--- src/rtl/arb4_rr_sar_pkg.sv ---
// Shared definitions for the four-way round-robin arbiter in front of mux4_to_1_sar.
package arb_sar_defs;

   typedef enum logic {
      ST_IDLE  = 1'b0,
      ST_GRANT = 1'b1
   } state_t;

   localparam int NUM_REQ = 4;
   localparam int SEL_W   = 2;

   function automatic logic [NUM_REQ-1:0] onehot(input logic [SEL_W-1:0] idx);
      onehot = 4'b0001 << idx;
   endfunction

endpackage

--- src/rtl/mux4_to_1_sar.sv ---
// One-bit 4-to-1 selector; {s1,s0} picks i0..i3.
module mux4_to_1_sar (
   input  logic i0,
   input  logic i1,
   input  logic i2,
   input  logic i3,
   input  logic s1,
   input  logic s0,
   output logic y
);

   // select one of four inputs
   always_comb begin
      y = 1'b0;
      case ({s1, s0})
         2'b00:   y = i0;
         2'b01:   y = i1;
         2'b10:   y = i2;
         2'b11:   y = i3;
         default: y = 1'b0;
      endcase
   end

endmodule

--- src/rtl/rr_pick4_sar.sv ---
// Round-robin priority pick: first set request scanning ptr, ptr+1, ptr+2, ptr+3 (mod 4).
module rr_pick4_sar
   import arb_sar_defs::*;
(
   input  logic [NUM_REQ-1:0] req,
   input  logic [SEL_W-1:0]   ptr,
   output logic [SEL_W-1:0]   winner,
   output logic               any
);

   logic [2*NUM_REQ-1:0] dbl_s;
   logic [NUM_REQ-1:0]   rot_s;
   logic [SEL_W-1:0]     off_s;

   // rotate so ptr sits at bit 0, then take the lowest set bit
   always_comb begin
      dbl_s = {req, req} >> ptr;
      rot_s = dbl_s[NUM_REQ-1:0];
      off_s = 2'd0;
      casez (rot_s)
         4'b???1: off_s = 2'd0;
         4'b??10: off_s = 2'd1;
         4'b?100: off_s = 2'd2;
         4'b1000: off_s = 2'd3;
         default: off_s = 2'd0;
      endcase
      winner = ptr + off_s;
      any    = |req;
   end

endmodule

--- src/rtl/arb4_rr_sar.sv ---
// Round-robin arbiter/sequencer sharing one mux4_to_1_sar datapath between four requesters.
module arb4_rr_sar
   import arb_sar_defs::*;
#(
   parameter int DATA_W   = 1,
   parameter int MAX_HOLD = 4
) (
   input  logic                        clk,
   input  logic                        rst_n,
   input  logic [NUM_REQ-1:0]          req,
   input  logic [NUM_REQ*DATA_W-1:0]   in_data,
   output logic [NUM_REQ-1:0]          gnt,
   output logic [SEL_W-1:0]            sel,
   output logic                        out_valid,
   input  logic                        out_ready,
   output logic [DATA_W-1:0]           out_data,
   output logic                        busy
);

   localparam logic [3:0] HOLD_LAST = 4'(MAX_HOLD - 1);

   state_t           state_r;
   logic [SEL_W-1:0] ptr_r;
   logic [3:0]       hold_cnt_r;
   logic [SEL_W-1:0] winner_s;
   logic             any_s;
   logic             xfer_s;
   logic             release_s;

   rr_pick4_sar u_pick (
      .req    (req),
      .ptr    (ptr_r),
      .winner (winner_s),
      .any    (any_s)
   );

   // handshake and release decision for the current owner
   always_comb begin
      out_valid = 1'b0;
      if (state_r == ST_GRANT) begin
         out_valid = req[sel];
      end else begin
         out_valid = 1'b0;
      end
      xfer_s    = out_valid & out_ready;
      release_s = (state_r == ST_GRANT) &&
                  (!req[sel] || (xfer_s && (hold_cnt_r == HOLD_LAST)));
   end

   assign busy = (state_r == ST_GRANT);

   // arbitration FSM with registered grant and select
   always_ff @(posedge clk) begin
      if (!rst_n) begin
         state_r    <= ST_IDLE;
         gnt        <= 4'b0000;
         sel        <= 2'b00;
         ptr_r      <= 2'b00;
         hold_cnt_r <= 4'd0;
      end else begin
         case (state_r)
            ST_IDLE: begin
               if (any_s) begin
                  state_r    <= ST_GRANT;
                  gnt        <= onehot(winner_s);
                  sel        <= winner_s;
                  hold_cnt_r <= 4'd0;
               end else begin
                  gnt        <= 4'b0000;
               end
            end
            ST_GRANT: begin
               if (release_s) begin
                  state_r    <= ST_IDLE;
                  gnt        <= 4'b0000;
                  ptr_r      <= sel + 2'd1;
                  hold_cnt_r <= 4'd0;
               end else if (xfer_s) begin
                  hold_cnt_r <= hold_cnt_r + 4'd1;
               end else begin
                  hold_cnt_r <= hold_cnt_r;
               end
            end
            default: begin
               state_r    <= ST_IDLE;
               gnt        <= 4'b0000;
               hold_cnt_r <= 4'd0;
            end
         endcase
      end
   end

   // one mux4_to_1_sar per data bit
   for (genvar b = 0; b < DATA_W; b++) begin : g_lane
      mux4_to_1_sar u_mux (
         .i0 (in_data[0*DATA_W + b]),
         .i1 (in_data[1*DATA_W + b]),
         .i2 (in_data[2*DATA_W + b]),
         .i3 (in_data[3*DATA_W + b]),
         .s1 (sel[1]),
         .s0 (sel[0]),
         .y  (out_data[b])
      );
   end

endmodule

--- config.mk ---
export PLATFORM = sky130hd
export DESIGN_NAME = arb4_rr_sar
export DESIGN_NICKNAME = d
export VERILOG_FILES = /design/src/rtl/arb4_rr_sar_pkg.sv /design/src/rtl/mux4_to_1_sar.sv /design/src/rtl/rr_pick4_sar.sv /design/src/rtl/arb4_rr_sar.sv
export SDC_FILE = /design/constraint.sdc
export NUM_CORES = 1
export LEC_CHECK = 0
export ABC_AREA = 1
export CAP_MARGIN = 25
export CORE_UTILIZATION = 45
export CTS_BUF_LIST = sky130_fd_sc_hd__clkbuf_16
export DETAILED_ROUTE_END_ITERATION = 7
export HOLD_SLACK_MARGIN = 0.02
export PLACE_DENSITY = 0.72
export SYNTH_ARGS = -nofsm -noshare
export SYNTH_HDL_FRONTEND = slang
export SYNTH_SLANG_ARGS = --single-unit
export TNS_END_PERCENT = 20
--- constraint.sdc ---
create_clock -name clk -period 4.98 [get_ports clk]
set_input_delay 0.996 -clock clk [delete_from_list [all_inputs] [get_ports clk]]
set_output_delay 0.996 -clock clk [all_outputs]
set_load 0.005 [all_outputs]
==> qor.csv, run 1 <==
metric;value;unit
Tightest Hold Check Type;flip-flop to flip-flop;
Antenna Violating Nets Remaining;0;
pwr dens;394;mW/mm^2
period utilization;68.7;%
CP arrival;2.43;ns
DRC Markers;0;
dpl cells;168;
core footprint;0.00175;sq mm
Synth Register Bits;13;
pin count of the biggest net entering global routing;8;
Slew Limit Fails;0;
worst slack, placed;1.57;ns
H-tree depth;1;
Max Used Layer;met4;
Post-CTS Setup Bufs;0;
via count;851;
Total Power;0.443;mW
initial antenna violation count;0;
final net count;165;
Seq/Total Area, Yosys;31.0;%
CTS tree;yes;
Crit path largest cell delay;0.53;ns
Initial Util;48.1;%
Syn Nets;143;
later-pin clock latency in the skew report;0.24;ns
Multi-input gate area;500;sq um
vias in the first global route;775;
Hold Startpoint;gnt[0]$_SDFFE_PN0P_;
routed wl met2;909;microns
R2R cell count;13;
die area;0.00204;sq mm
final hold vios;0;
Reg-to-Reg End;sel[1]$_SDFFE_PN0P_;
CTS resizes;0;
WHS Path Cells;2;
initial drt markers;20;
I/O pin count;20;
routability congestion estimate;0.730;
Critical Path Start Type;input pin;
hold endpoint;gnt[0]$_SDFFE_PN0P_;
WP data required;3.98;ns
endpoint class of the critical path;output port;
Yosys Warn Count;0;
Routed wire per std cell;10.6;microns
Tightest Pin Transition;0.237;ns
die width;45.2;microns
fillers;160;
post-DP HPWL;1450;microns
syn avg cell area;6.66;sq um
maxcap violations;0;
worst hold slack;0.459;ns
LEAKAGE;0.505;nW
first-pass GRT wire length;3090;microns
final critical-path required period;3.42;ns
total negative slack;0;ns
Non-Filler Instances;172;
Rows;15;
Peak supply drop;0.277;mV
status;completed;
fraction of layout cells with a size suffix above 1;11.6;%
Post-CTS Hold Buffers;0;
DRT Pass-1 Iters;4;
count of cell types in the netlist;21;
# clock sinks;13;
worst path cell trace;clkdlybuf4s50_1 > nand2_1 > nand3_1 > nand2_1 > nor2_2 > clkdlybuf4s50_1;
CTS Buf Count;3;
Buf+Inv Stages, Crit Path;2;
clk_skew;0.00130;ns
Placement Cell Area;0.00105;sq mm
ANT cells;0;
Critical R2R Launch;ptr_r[0]$_SDFFE_PN0P_;
R2R Setup Slk;3.02;ns
Synth Instances;126;
Total GRT Usage;21.2;%
unrepaired setup endpoints after global routing;false;
Mapped Area;840;sq um
critical path peak fanout;4;
Fmax;292;MHz
Root Buffer;clkbuf_16;
clock buffer depth;2;
gr ovfl total;0;
Met3 Wirelength;64;microns
CP top delay family;buffers and inverters;
Sequential Area;260;sq um
Worst-path clk slew;0.04;ns
crit path max-delay cell type;clkdlybuf4s50_1;
WL met1;820;microns
Final Worst Setup Slack;1.56;ns
routed vias/inst;4.95;
Non-Filler Cell Area, Final;0.00112;sq mm
WS Path Type;input pin to output port;
max_slew headroom;84.1;%
Die Ht;45.2;microns
PortBufs;19;
WL final;1820;microns
fin util;64.4;%
final setup fails;0;
Layout area overhead;34.0;%
-- layout by cell type (no fill, tap or decap), drive strengths merged --
master         netlist  layout
nand2               39      39
clkdlybuf4s50        0      19
inv                 17      18
nand3               17      17
dfxtp               13      13
a21oi               10      10
nor2                 7       7
o21ai                7       7
ha                   6       6
clkbuf               0       3
nand4                2       2
xor2                 2       2
a21boi               1       1
a22o                 1       1
a211oi               1       1
nor3                 1       1
-- state kept, by name, summed over array words and instances (netlist names) --
name and cells:
gnt 4, busy 1, hold_cnt_r 4, ptr_r 2, sel 2
-- worst reg2reg max path, cell delays in order (launching register included) --
cell	delay, ns
dfxtp_1	0.42
inv_2	0.09
nand2_1	0.08
nand3_1	0.08
nand2_2	0.10
nand3_1	0.06
a21boi_0	0.17
ha_1	0.19
xor2_1	0.22
inv_1	0.08
nand3_2	0.11
nand2_2	0.08
o21ai_1	0.12
inv_1	0.05
-- report_power, final --
group / switching [mW] / total (mW) / internal, mW
logic: 0.0874 / 0.160 / 0.0729
clock network: 0.0416 / 0.147 / 0.106
registers: 0.0153 / 0.136 / 0.120
total: 0.144 / 0.443 / 0.299
-- cells by family after synthesis --
logic type	synth area share [%]
adder cells (fa/ha/maj)	8.94
AO/OA/AOI/OAI	13.4
buffers and inverters	9.39
XOR/XNOR	2.09
flip-flops	31.0
AND/OR/NAND/NOR	35.2
-- layout make-up --
| type | count | share of cell area, % |
|---|---|---|
| inverters | 17 | 5.67 |
| clock inverters | 1 | 0.334 |
| repair buffers | 19 | 16.9 |
| flip-flops and latches | 13 | 23.1 |
| clock buffers | 3 | 6.67 |
| well taps | 25 | 2.78 |
| multi-input cells | 94 | 44.5 |
-- layer usage --
layer / global-route usage, % / vias up
met2: 36.5 / 15
met1: 23.6 / 380
met3: 5.20 / 4
li1: - / 452
met5: 0 / -
met4: 12.1 / 0
-- how the worst max path moves through the flow --
| stage | start | endpoint | slack [ns] | cells past startpoint |
|---|---|---|---|---|
| after floorplan | in_data[3] | out_data | 2.62 | 3 |
| after global placement | req[1] | out_valid | 1.59 | 6 |
| after detailed placement | req[1] | out_valid | 1.57 | 6 |
| after CTS | req[1] | out_valid | 1.55 | 6 |
| after global routing | req[2] | out_valid | 1.46 | 6 |
| final | req[1] | out_valid | 1.56 | 6 |
-- cells in the mapped netlist --
library cell | number | area (sq um)
o21ai_2 | 1 | 8.76
a21boi_0 | 1 | 7.51
o21ai_0 | 4 | 20.0
inv_1 | 11 | 41.3
nor3_1 | 1 | 5.00
nand2_2 | 5 | 31.3
xor2_1 | 2 | 17.5
o21ai_1 | 2 | 10.0
a211oi_1 | 1 | 7.51
nand3_2 | 1 | 10.0
dfxtp_1 | 13 | 260
nand3_1 | 16 | 80.1
nand4_1 | 2 | 12.5
inv_2 | 6 | 22.5
buf_4 | 2 | 15.0
a21oi_1 | 10 | 50.1
nor2_2 | 1 | 6.26
nor2_1 | 6 | 22.5
a22o_1 | 1 | 8.76
nand2_1 | 34 | 128
ha_1 | 6 | 75.1
No activity file was read; power rests on OpenSTA's default activity.
==> inputs of run 2 (changes only) <==
--- a/config.mk
+++ b/config.mk
@@ -7,7 +7,7 @@
 export LEC_CHECK = 0
 export ABC_AREA = 1
 export CAP_MARGIN = 25
-export CORE_UTILIZATION = 45
+export CORE_UTILIZATION = 43
 export CTS_BUF_LIST = sky130_fd_sc_hd__clkbuf_16
 export DETAILED_ROUTE_END_ITERATION = 7
 export HOLD_SLACK_MARGIN = 0.02
==> constraint.sdc (replaced) <==
create_clock -name clk -period 3 [get_ports clk]
set_input_delay 0.6 -clock clk [delete_from_list [all_inputs] [get_ports clk]]
set_output_delay 0.6 -clock clk [all_outputs]
set_load 0.005 [all_outputs]
==> run 2 against run 1 <==
Compared with the run above:
- register-to-register slack got worse by 2.0 ns
- power rose by 66%
- global-route usage fell by 2.0 points
- combinational power rose by 64%
- worst hold slack improved by 0.0064 ns
- largest cell class unchanged
==> qor.csv, run 2 (synthesis results as in run 1) <==
metric;value;unit
status;completed;
vias in the first global route;712;
Reg-to-Reg End;sel[1]$_SDFFE_PN0P_;
Critical Path Start Type;input pin;
switch share;32.6;%
Routed wire per std cell;10.5;microns
Gate power share;35.6;%
gr ovfl total;0;
P_sw;0.240;mW
I/O pin count;20;
core footprint;0.00178;sq mm
top flop regs;gnt: 4 flops, hold_cnt_r: 4 flops;
critical path peak fanout;4;
fraction of layout cells with a size suffix above 1;11.6;%
H-tree depth;1;
WHS Path Cells;2;
first-pass GRT wire length;2920;microns
initial drt markers;28;
die width;46.2;microns
LEAKAGE;0.505;nW
routability congestion estimate;0.756;
WP data required;2.40;ns
Rows;15;
total negative slack;0;ns
Flop pwr share;30.7;%
Tightest Pin Transition;0.241;ns
WS Path Type;input pin to output port;
Antenna Violating Nets Remaining;0;
Peak supply drop;0.425;mV
CTS tree;yes;
Fmax;382;MHz
final setup fails;0;
final hold vios;0;
Post-CTS Setup Bufs;0;
final net count;165;
Placement Cell Area;0.00105;sq mm
highest-count cells in the layout ignoring fill and taps;nand2_1 (34), clkdlybuf4s50_1 (19), nand3_1 (16), dfxtp_1 (13), inv_1 (12);
ANT cells;0;
die area;0.00213;sq mm
initial antenna violation count;0;
PortBufs;19;
CP arrival;2.02;ns
clock buffer depth;2;
WL final;1800;microns
maxcap violations;0;
Layout area overhead;34.0;%
Tightest Hold Check Type;flip-flop to flip-flop;
DRT Pass-1 Iters;4;
pwr dens;654;mW/mm^2
Total GRT Usage;19.2;%
Root Buffer;clkbuf_16;
period utilization;87.3;%
R2R Setup Slk;1.05;ns
Non-Filler Cell Area, Final;0.00112;sq mm
max_slew headroom;83.9;%
CTS resizes;0;
Worst-path clk slew;0.04;ns
Initial Util;47.1;%
most common cell after layout, fill and taps aside;nand2_1;
DRC Markers;0;
endpoint class of the critical path;output port;
Die Ht;46.2;microns
R2R cell count;13;
hold endpoint;gnt[3]$_SDFFE_PN0P_;
post-DP HPWL;1380;microns
# clock sinks;13;
Critical R2R Launch;ptr_r[0]$_SDFFE_PN0P_;
clk_skew;0.00230;ns
later-pin clock latency in the skew report;0.24;ns
Slew Limit Fails;0;
unrepaired setup endpoints after global routing;false;
CTS Buf Count;3;
via count;859;
Hold Startpoint;gnt[3]$_SDFFE_PN0P_;
Post-CTS Hold Buffers;0;
clock group share of total power;33.7;%
pin count of the biggest net entering global routing;8;
routed vias/inst;4.99;
final critical-path required period;2.62;ns
Int Pwr;0.496;mW
==> run 2: cell counts in the layout (fill, tap and decap cells not counted) <==
No cell type changed its count.
==> run 2: area by class of cell <==
cell class	count	area (sq um)
clock buffers	3	75.1
clock inverters	1	3.75
fillers	171	658
inverters	17	63.8
multi-input cells	94	500
flip-flops and latches	13	260
well taps	25	31.3
repair buffers	19	190
==> run 2: routing by layer <==
layer	wire length (microns)	GRT usage (%)	up-vias
met5	0	0	-
met4	36	10.6	0
met3	105	3.53	5
met2	790	29.6	28
met1	870	25.0	372
li1	-	-	454
==> run 2: worst max path at each step <==
stage	start	endpoint	slack [ns]
floorplan	req[1]	sel[1]$_SDFFE_PN0P_	1.11
global placement	req[1]	out_valid	0.40
detailed placement	req[3]	out_valid	0.39
CTS	req[3]	out_valid	0.39
global route	req[1]	out_valid	0.29
finish	req[3]	out_valid	0.38
==> run 2: metrics by stage <==
step           setup WS (ns)  power (mW)  std cells  hold slack, ns  utilization [%]
3_5_place_dp           0.390       0.492        168           0.461             58.7
6_report               0.382       0.736        172           0.466             63.1
2_1_floorplan           1.11       0.401        126           0.455                -
5_1_grt                0.292       0.787        172           0.488             63.1
3_3_place_gp           0.402       0.487        168           0.460             58.7
4_1_cts                0.386       0.743        172           0.473             63.1
==> run 2: power by group through the flow <==
stage	sequential (mW)	combinational (mW)	clock, mW
after floorplan	0.225	0.176	0
after global placement	0.228	0.258	0
after detailed placement	0.228	0.263	0
after CTS	0.226	0.265	0.252
after global routing	0.229	0.300	0.258
final	0.226	0.262	0.248
==> run 2: critical path, cell delays in order <==
cell             delay [ns]
clkdlybuf4s50_1        0.54
nand2_1                0.07
nand3_1                0.11
nand2_1                0.09
nor2_2                 0.11
clkdlybuf4s50_1        0.51
